<file path="config.mk">
export PLATFORM = sky130hd
export DESIGN_NAME = decode_queue
export DESIGN_NICKNAME = d
export VERILOG_FILES = /design/src/rtl/decode_queue.sv
export SDC_FILE = /design/constraint.sdc
export NUM_CORES = 1
export LEC_CHECK = 0
export CAP_MARGIN = 20
export CORE_MARGIN = 2
export CORE_UTILIZATION = 51
export CTS_BUF_LIST = sky130_fd_sc_hd__clkbuf_8
export CTS_CLUSTER_DIAMETER = 30
export CTS_CLUSTER_SIZE = 40
export DETAILED_ROUTE_END_ITERATION = 8
export GPL_TIMING_DRIVEN = 0
export PLACE_DENSITY = 0.92
export SLEW_MARGIN = 0
export SYNTH_ARGS = -nofsm -noshare
export SYNTH_HDL_FRONTEND = slang
export SYNTH_SLANG_ARGS = --single-unit
</file>
<file path="constraint.sdc">
create_clock -name clk -period 11 [get_ports clk]
set_input_delay 1.1 -clock clk [delete_from_list [all_inputs] [get_ports clk]]
set_output_delay 1.1 -clock clk [all_outputs]
set_load 0.05 [all_outputs]
</file>
<file path="src/rtl/decode_queue.sv">
// rtl/decode_queue.sv - RV32 decode-then-queue FIFO; optional illegal flag under DECODE_QUEUE_ILLEGAL_EN
package decode_queue_pkg;
  typedef logic [31:0] word_t;

  typedef enum logic [3:0] {
    alu_nop, alu_add, alu_sub, alu_sll, alu_slt, alu_sltu,
    alu_xor, alu_srl, alu_sra, alu_or, alu_and
  } alu_fn_t;

  typedef struct packed {
    logic [6:0] funct7;
    logic [4:0] rs2;
    logic [4:0] rs1;
    logic [2:0] funct3;
    logic [4:0] rd;
    logic [6:0] opcode;
    word_t      imm;
    alu_fn_t    alu_fn;
    logic       use_pc;
    logic       use_imm;
    logic       is_load;
    logic       is_store;
    logic       is_branch;
    logic       is_jump;
    logic       is_mret;
    logic       has_rd;
  } instruction_t;

  localparam logic [6:0] op_lui      = 7'b0110111;
  localparam logic [6:0] op_auipc    = 7'b0010111;
  localparam logic [6:0] op_jal      = 7'b1101111;
  localparam logic [6:0] op_jalr     = 7'b1100111;
  localparam logic [6:0] op_branch   = 7'b1100011;
  localparam logic [6:0] op_load     = 7'b0000011;
  localparam logic [6:0] op_store    = 7'b0100011;
  localparam logic [6:0] op_imm      = 7'b0010011;
  localparam logic [6:0] op_op       = 7'b0110011;
  localparam logic [6:0] op_misc_mem = 7'b0001111;
  localparam logic [6:0] op_system   = 7'b1110011;
endpackage

module decode_queue
  import decode_queue_pkg::*;
#(
  parameter int DEPTH = 2
) (
  input  logic                       clk,
  input  logic                       reset,
  input  logic                       in_valid,
  output logic                       in_ready,
  input  word_t                      in_data,
  input  word_t                      in_pc,
  input  logic                       flush,
  output logic                       out_valid,
  input  logic                       out_ready,
  output instruction_t               out_instr,
  output word_t                      out_pc,
`ifdef DECODE_QUEUE_ILLEGAL_EN
  output logic                       out_illegal,
`endif
  output logic [$clog2(DEPTH+1)-1:0] count
);
  localparam int PW = $clog2(DEPTH);
  localparam int CW = $clog2(DEPTH + 1);
  localparam logic [CW-1:0] full_count = CW'(DEPTH);

  logic [PW-1:0] wptr, rptr;
  logic          push, pop;
  logic [6:0]    opc;
  logic [2:0]    f3;
  logic [6:0]    f7;
  instruction_t  dec;

  instruction_t  instr_mem [DEPTH];
  word_t         pc_mem    [DEPTH];

  assign opc = in_data[6:0];
  assign f3  = in_data[14:12];
  assign f7  = in_data[31:25];

  always_comb begin
    dec        = '0;
    dec.funct7 = f7;
    dec.rs2    = in_data[24:20];
    dec.rs1    = in_data[19:15];
    dec.funct3 = f3;
    dec.rd     = in_data[11:7];
    dec.opcode = opc;
    case (opc)
      op_op:            dec.imm = '0;
      op_store:         dec.imm = {{20{in_data[31]}}, in_data[31:25], in_data[11:7]};
      op_branch:        dec.imm = {{19{in_data[31]}}, in_data[31], in_data[7],
                                   in_data[30:25], in_data[11:8], 1'b0};
      op_lui, op_auipc: dec.imm = {in_data[31:12], 12'h000};
      op_jal:           dec.imm = {{11{in_data[31]}}, in_data[31], in_data[19:12],
                                   in_data[20], in_data[30:21], 1'b0};
      default:          dec.imm = {{20{in_data[31]}}, in_data[31:20]};
    endcase

    // For OP_IMM the funct7 slot is imm[11:5], which is how SRAI is told apart
    dec.alu_fn = alu_add;
    if (opc == op_lui) begin
      dec.alu_fn = alu_nop;
    end else if (opc == op_op || opc == op_imm) begin
      case (f3)
        3'b000:  dec.alu_fn = (opc == op_op && f7 == 7'h20) ? alu_sub : alu_add;
        3'b001:  dec.alu_fn = alu_sll;
        3'b010:  dec.alu_fn = alu_slt;
        3'b011:  dec.alu_fn = alu_sltu;
        3'b100:  dec.alu_fn = alu_xor;
        3'b101:  dec.alu_fn = (f7 == 7'h20) ? alu_sra : alu_srl;
        3'b110:  dec.alu_fn = alu_or;
        default: dec.alu_fn = alu_and;
      endcase
    end

    dec.use_pc    = (opc == op_auipc) || (opc == op_jal) || (opc == op_branch);
    dec.use_imm   = (opc != op_op);
    dec.is_load   = (opc == op_load);
    dec.is_store  = (opc == op_store);
    dec.is_branch = (opc == op_branch);
    dec.is_jump   = (opc == op_jal) || (opc == op_jalr);
    dec.is_mret   = (opc == op_system) && (f3 == 3'b000) && (in_data[31:20] == 12'h302);
    dec.has_rd    = (opc != op_branch) && (opc != op_store) && (in_data[11:7] != 5'd0);
  end

  assign in_ready  = (count < full_count);
  assign out_valid = (count != '0);
  assign push      = in_valid && in_ready && !flush;
  assign pop       = out_valid && out_ready && !flush;

  always_ff @(posedge clk or posedge reset) begin
    if (reset) begin
      wptr  <= '0;
      rptr  <= '0;
      count <= '0;
    end else if (flush) begin
      wptr  <= '0;
      rptr  <= '0;
      count <= '0;
    end else begin
      if (push) wptr <= wptr + PW'(1);
      if (pop)  rptr <= rptr + PW'(1);
      case ({push, pop})
        2'b10:   count <= count + CW'(1);
        2'b01:   count <= count - CW'(1);
        default: count <= count;
      endcase
    end
  end

  // Payload storage needs no reset: count gates visibility of every slot
  always_ff @(posedge clk) begin
    if (push) begin
      instr_mem[wptr] <= dec;
      pc_mem[wptr]    <= in_pc;
    end
  end

  assign out_instr = instr_mem[rptr];
  assign out_pc    = pc_mem[rptr];

`ifdef DECODE_QUEUE_ILLEGAL_EN
  logic dec_illegal;
  logic ill_mem [DEPTH];

  assign dec_illegal = (in_data[1:0] != 2'b11) ||
                       !(opc inside {op_lui, op_auipc, op_jal, op_jalr, op_branch, op_load,
                                     op_store, op_imm, op_op, op_misc_mem, op_system});

  always_ff @(posedge clk) begin
    if (push) ill_mem[wptr] <= dec_illegal;
  end

  assign out_illegal = out_valid && ill_mem[rptr];
`endif
endmodule

</file>
==> impl_metrics.py <==
metrics = {
    "status": {
        "outcome": "finished clean",
    },
    "grt": {
        "grt_max_degree": 14,
        "grt.overflow.total": 0,
        "antenna_found_initial": 0,
        "grt_pass1_wl_um": 29500,
        "grtUsageTotal": 0.214,
        "grt_pass1_vias": 5636,
    },
    "run": {
        "cap_violations": 0,
    },
    "power": {
        "power_frac_comb": 0.162,
        "p_leak_nw": 4.07,
        "p_int_w": 0.00152,
        "swShare": 0.265,
        "power_density_nw_per_um2": 176,
        "p_sw_w": 0.000549,
        "p_seq_frac": 0.467,
        "pwr-share-clk": 0.371,
        "ir_worst_vdd_uv": 116,
    },
    "synth": {
        "ys_async_sr_fraction": 0.0182,
        "ys_seq_elements": 220,
        "syn-instance-count": 463,
        "syn_nets": 532,
        "syn_area_sq_um": 8630,
        "yosys_warnings": 0,
        "syn-mean-instance-area_sq_um": 18.6,
        "ys.flop_type": "edfxtp_1",
        "synth_edf_count": 216,
        "synth_seq_area_share": 0.763,
        "ys_types": 48,
    },
    "sta": {
        "finalCritPeriodShare": 0.391,
        "fmax_ghz": 0.232,
        "period_needed_ps": 4310,
        "setup_viol": 0,
        "hold_viol": 0,
        "finalClockSkew_ps": 18.4,
        "max_slew_margin": 0.514,
        "rsz0062_at_grt": "false",
        "slew_viol_final": 0,
        "tightestPinTransition_ps": 730,
    },
    "worst_setup_path": {
        "rr_worst_depth": 8,
        "crit_path_end_kind": "primary output",
        "cp-startpoint": "rptr",
        "reg2reg_from": "count[1]",
        "cp.required_ps": 9900,
        "reg2reg_setup_slack_ps": 8300,
        "endpoint": "out_pc[20]",
        "reg2reg_to": "instr_mem[1][61]",
        "worstSetupPathType": "flip-flop to primary output",
        "worstPathMaxFanout": 10,
        "startpoint_type": "flip-flop",
        "cp.arrival_ps": 3210,
    },
    "finish": {
        "design_area_sq_um": 11800,
        "seqCellArea_sq_um": 6590,
        "drive_gt1_frac": 0.279,
        "post_layout_nonfiller_instances": 959,
        "nNetsFinal": 776,
        "area_delta_synth_final_pct": 36.3,
        "antennaDiodeCount": 0,
        "multi_input_area_sq_um": 1940,
        "fill_cells": 1057,
    },
    "clocking": {
        "htreeDepth": 2,
        "holdBufCountCts": 0,
        "cts_tree": "built",
        "worst_skew_pair.late_latency_ps": 530,
        "cts_sinks": 220,
        "cts_buffers": 42,
        "root_buffer": "clkbuf_8",
        "cts_buffer_depth": 3,
        "post_cts_resized": 0,
        "clk_pin_slew_ps": 50,
        "post_cts_buffers": 0,
    },
    "place": {
        "hpwl_um": 13200,
        "port_buffers": 180,
        "dpl_cell_area_sq_um": 10900,
        "globalplace.congestion": 0.820,
        "dp_cells": 883,
    },
    "routing": {
        "drt_iter0_drc": 338,
        "vias": 5131,
        "via_per_inst": 5.35,
        "drt_pass1_iterations": 4,
        "wl_per_cell_um": 19.9,
        "wirelength_um": 19100,
        "drc": 0,
        "ant_nets": 0,
    },
    "floorplan": {
        "initial_utilization": 0.521,
        "dieWidth_um": 134,
        "fp.dieH_um": 134,
        "dieArea_sq_um": 18000,
        "ioPinCount": 181,
        "row_count": 47,
        "core_sq_um": 16600,
    },
    "worst_hold_path": {
        "hold_class": "flip-flop to flip-flop",
    },
}
[worst max-delay path, cell delays in order, from the launching register on]
cell and delay (ps):
dfrtp_1 320, clkbuf_1 520, buf_2 430, buf_2 330, mux2_2 380, clkdlybuf4s50_1 710
[cell type report]
class / count / share of cell area
clock inverters: 33 / 0.0198
well taps: 220 / 0.0234
repair buffers: 200 / 0.172
inverters: 12 / 0.00383
flip-flops and latches: 220 / 0.560
multi-input cells: 214 / 0.165
clock buffers: 43 / 0.0503
plain buffers: 17 / 0.00617
[cells in the final DEF, fill, tap and decap left out, drive strengths merged, types with 5 or more instances in the layout]
master | netlist | routed
edfxtp | 216 | 216
clkdlybuf4s50 | 0 | 180
mux2 | 108 | 108
clkbuf | 10 | 53
buf | 7 | 27
inv | 12 | 19
clkinv | 0 | 19
a21o | 11 | 11
nor2 | 10 | 10
o21ai | 10 | 10
nor2b | 9 | 9
nand3 | 6 | 6
nand2 | 5 | 5
nor3 | 5 | 5
[how the worst min path moves through the flow]
stage                     cells after the start  slack [ps]        to      from
after global routing                          2         690  count[1]  count[1]
after detailed placement                      2         620      wptr      wptr
final                                         2         630      wptr      wptr
after global placement                        2         540      wptr      wptr
after floorplan                               2         520      wptr      wptr
after CTS                                     2         630      wptr      wptr
[logic make-up (layout without fill, tap and decap cells)]
| logic type | after synthesis | in the layout | synth area share |
|---|---|---|---|
| multiplexers | 109 | 109 | 0.142 |
| flip-flops | 220 | 220 | 0.763 |
| XOR/XNOR | 4 | 4 | 0.00406 |
| buffers and inverters | 29 | 305 | 0.0136 |
| AND/OR/NAND/NOR | 57 | 57 | 0.0401 |
| AO/OA/AOI/OAI | 44 | 44 | 0.0372 |
[stage by stage]
stage	hold slack, ps	TNS, ps	power (W)	utilization	setup WS (ps)
global placement	537	-574710	0.00132	0.646	-3080
global route	694	0	0.00215	0.710	6530
finish	629	0	0.00207	0.710	6690
detailed placement	615	0	0.00132	0.660	7170
CTS	631	0	0.00209	0.710	6630
floorplan	519	0	0.00120	-	1210
[per-layer routing]
metal,routed length [um],vias up,track usage
met5,0,-,0
met4,625,0,0.0977
met3,1490,46,0.0646
met2,9370,238,0.358
met1,7630,2523,0.259
li1,-,2324,-
[power groups by stage]
stage	Clock [W]	Combinational (W)	Sequential (W)
after floorplan	0	0.000203	0.000992
after global placement	0	0.000319	0.000996
after detailed placement	0	0.000335	0.000985
after CTS	0.000789	0.000338	0.000968
after global routing	0.000828	0.000350	0.000970
final	0.000769	0.000336	0.000968
[state kept, by name, summed over array words and instances (netlist names)]
signal / cells
rptr: 1
pc_mem: 64
wptr: 1
count: 2
instr_mem: 152
[synth_stat cells (all sizes together), types with 2 or more instances]
library cell,n,area share
nor2,10,0.0043
nor2b,9,0.0065
xor2,3,0.0030
a21o,11,0.0096
a41oi,2,0.0020
nor4,3,0.0022
clkbuf,10,0.0043
inv,12,0.0052
mux2,108,0.14
nand2b,2,0.0014
a22o,4,0.0041
edfxtp,216,0.75
nand3b,2,0.0017
dfrtp,4,0.012
a21oi,3,0.0017
a31oi,2,0.0014
nor3,5,0.0029
nand2,5,0.0022
buf,7,0.0041
and2,2,0.0016
nor3b,4,0.0048
nand3,6,0.0035
o21ai,10,0.0058
No activity file was read; power rests on OpenSTA's default activity.
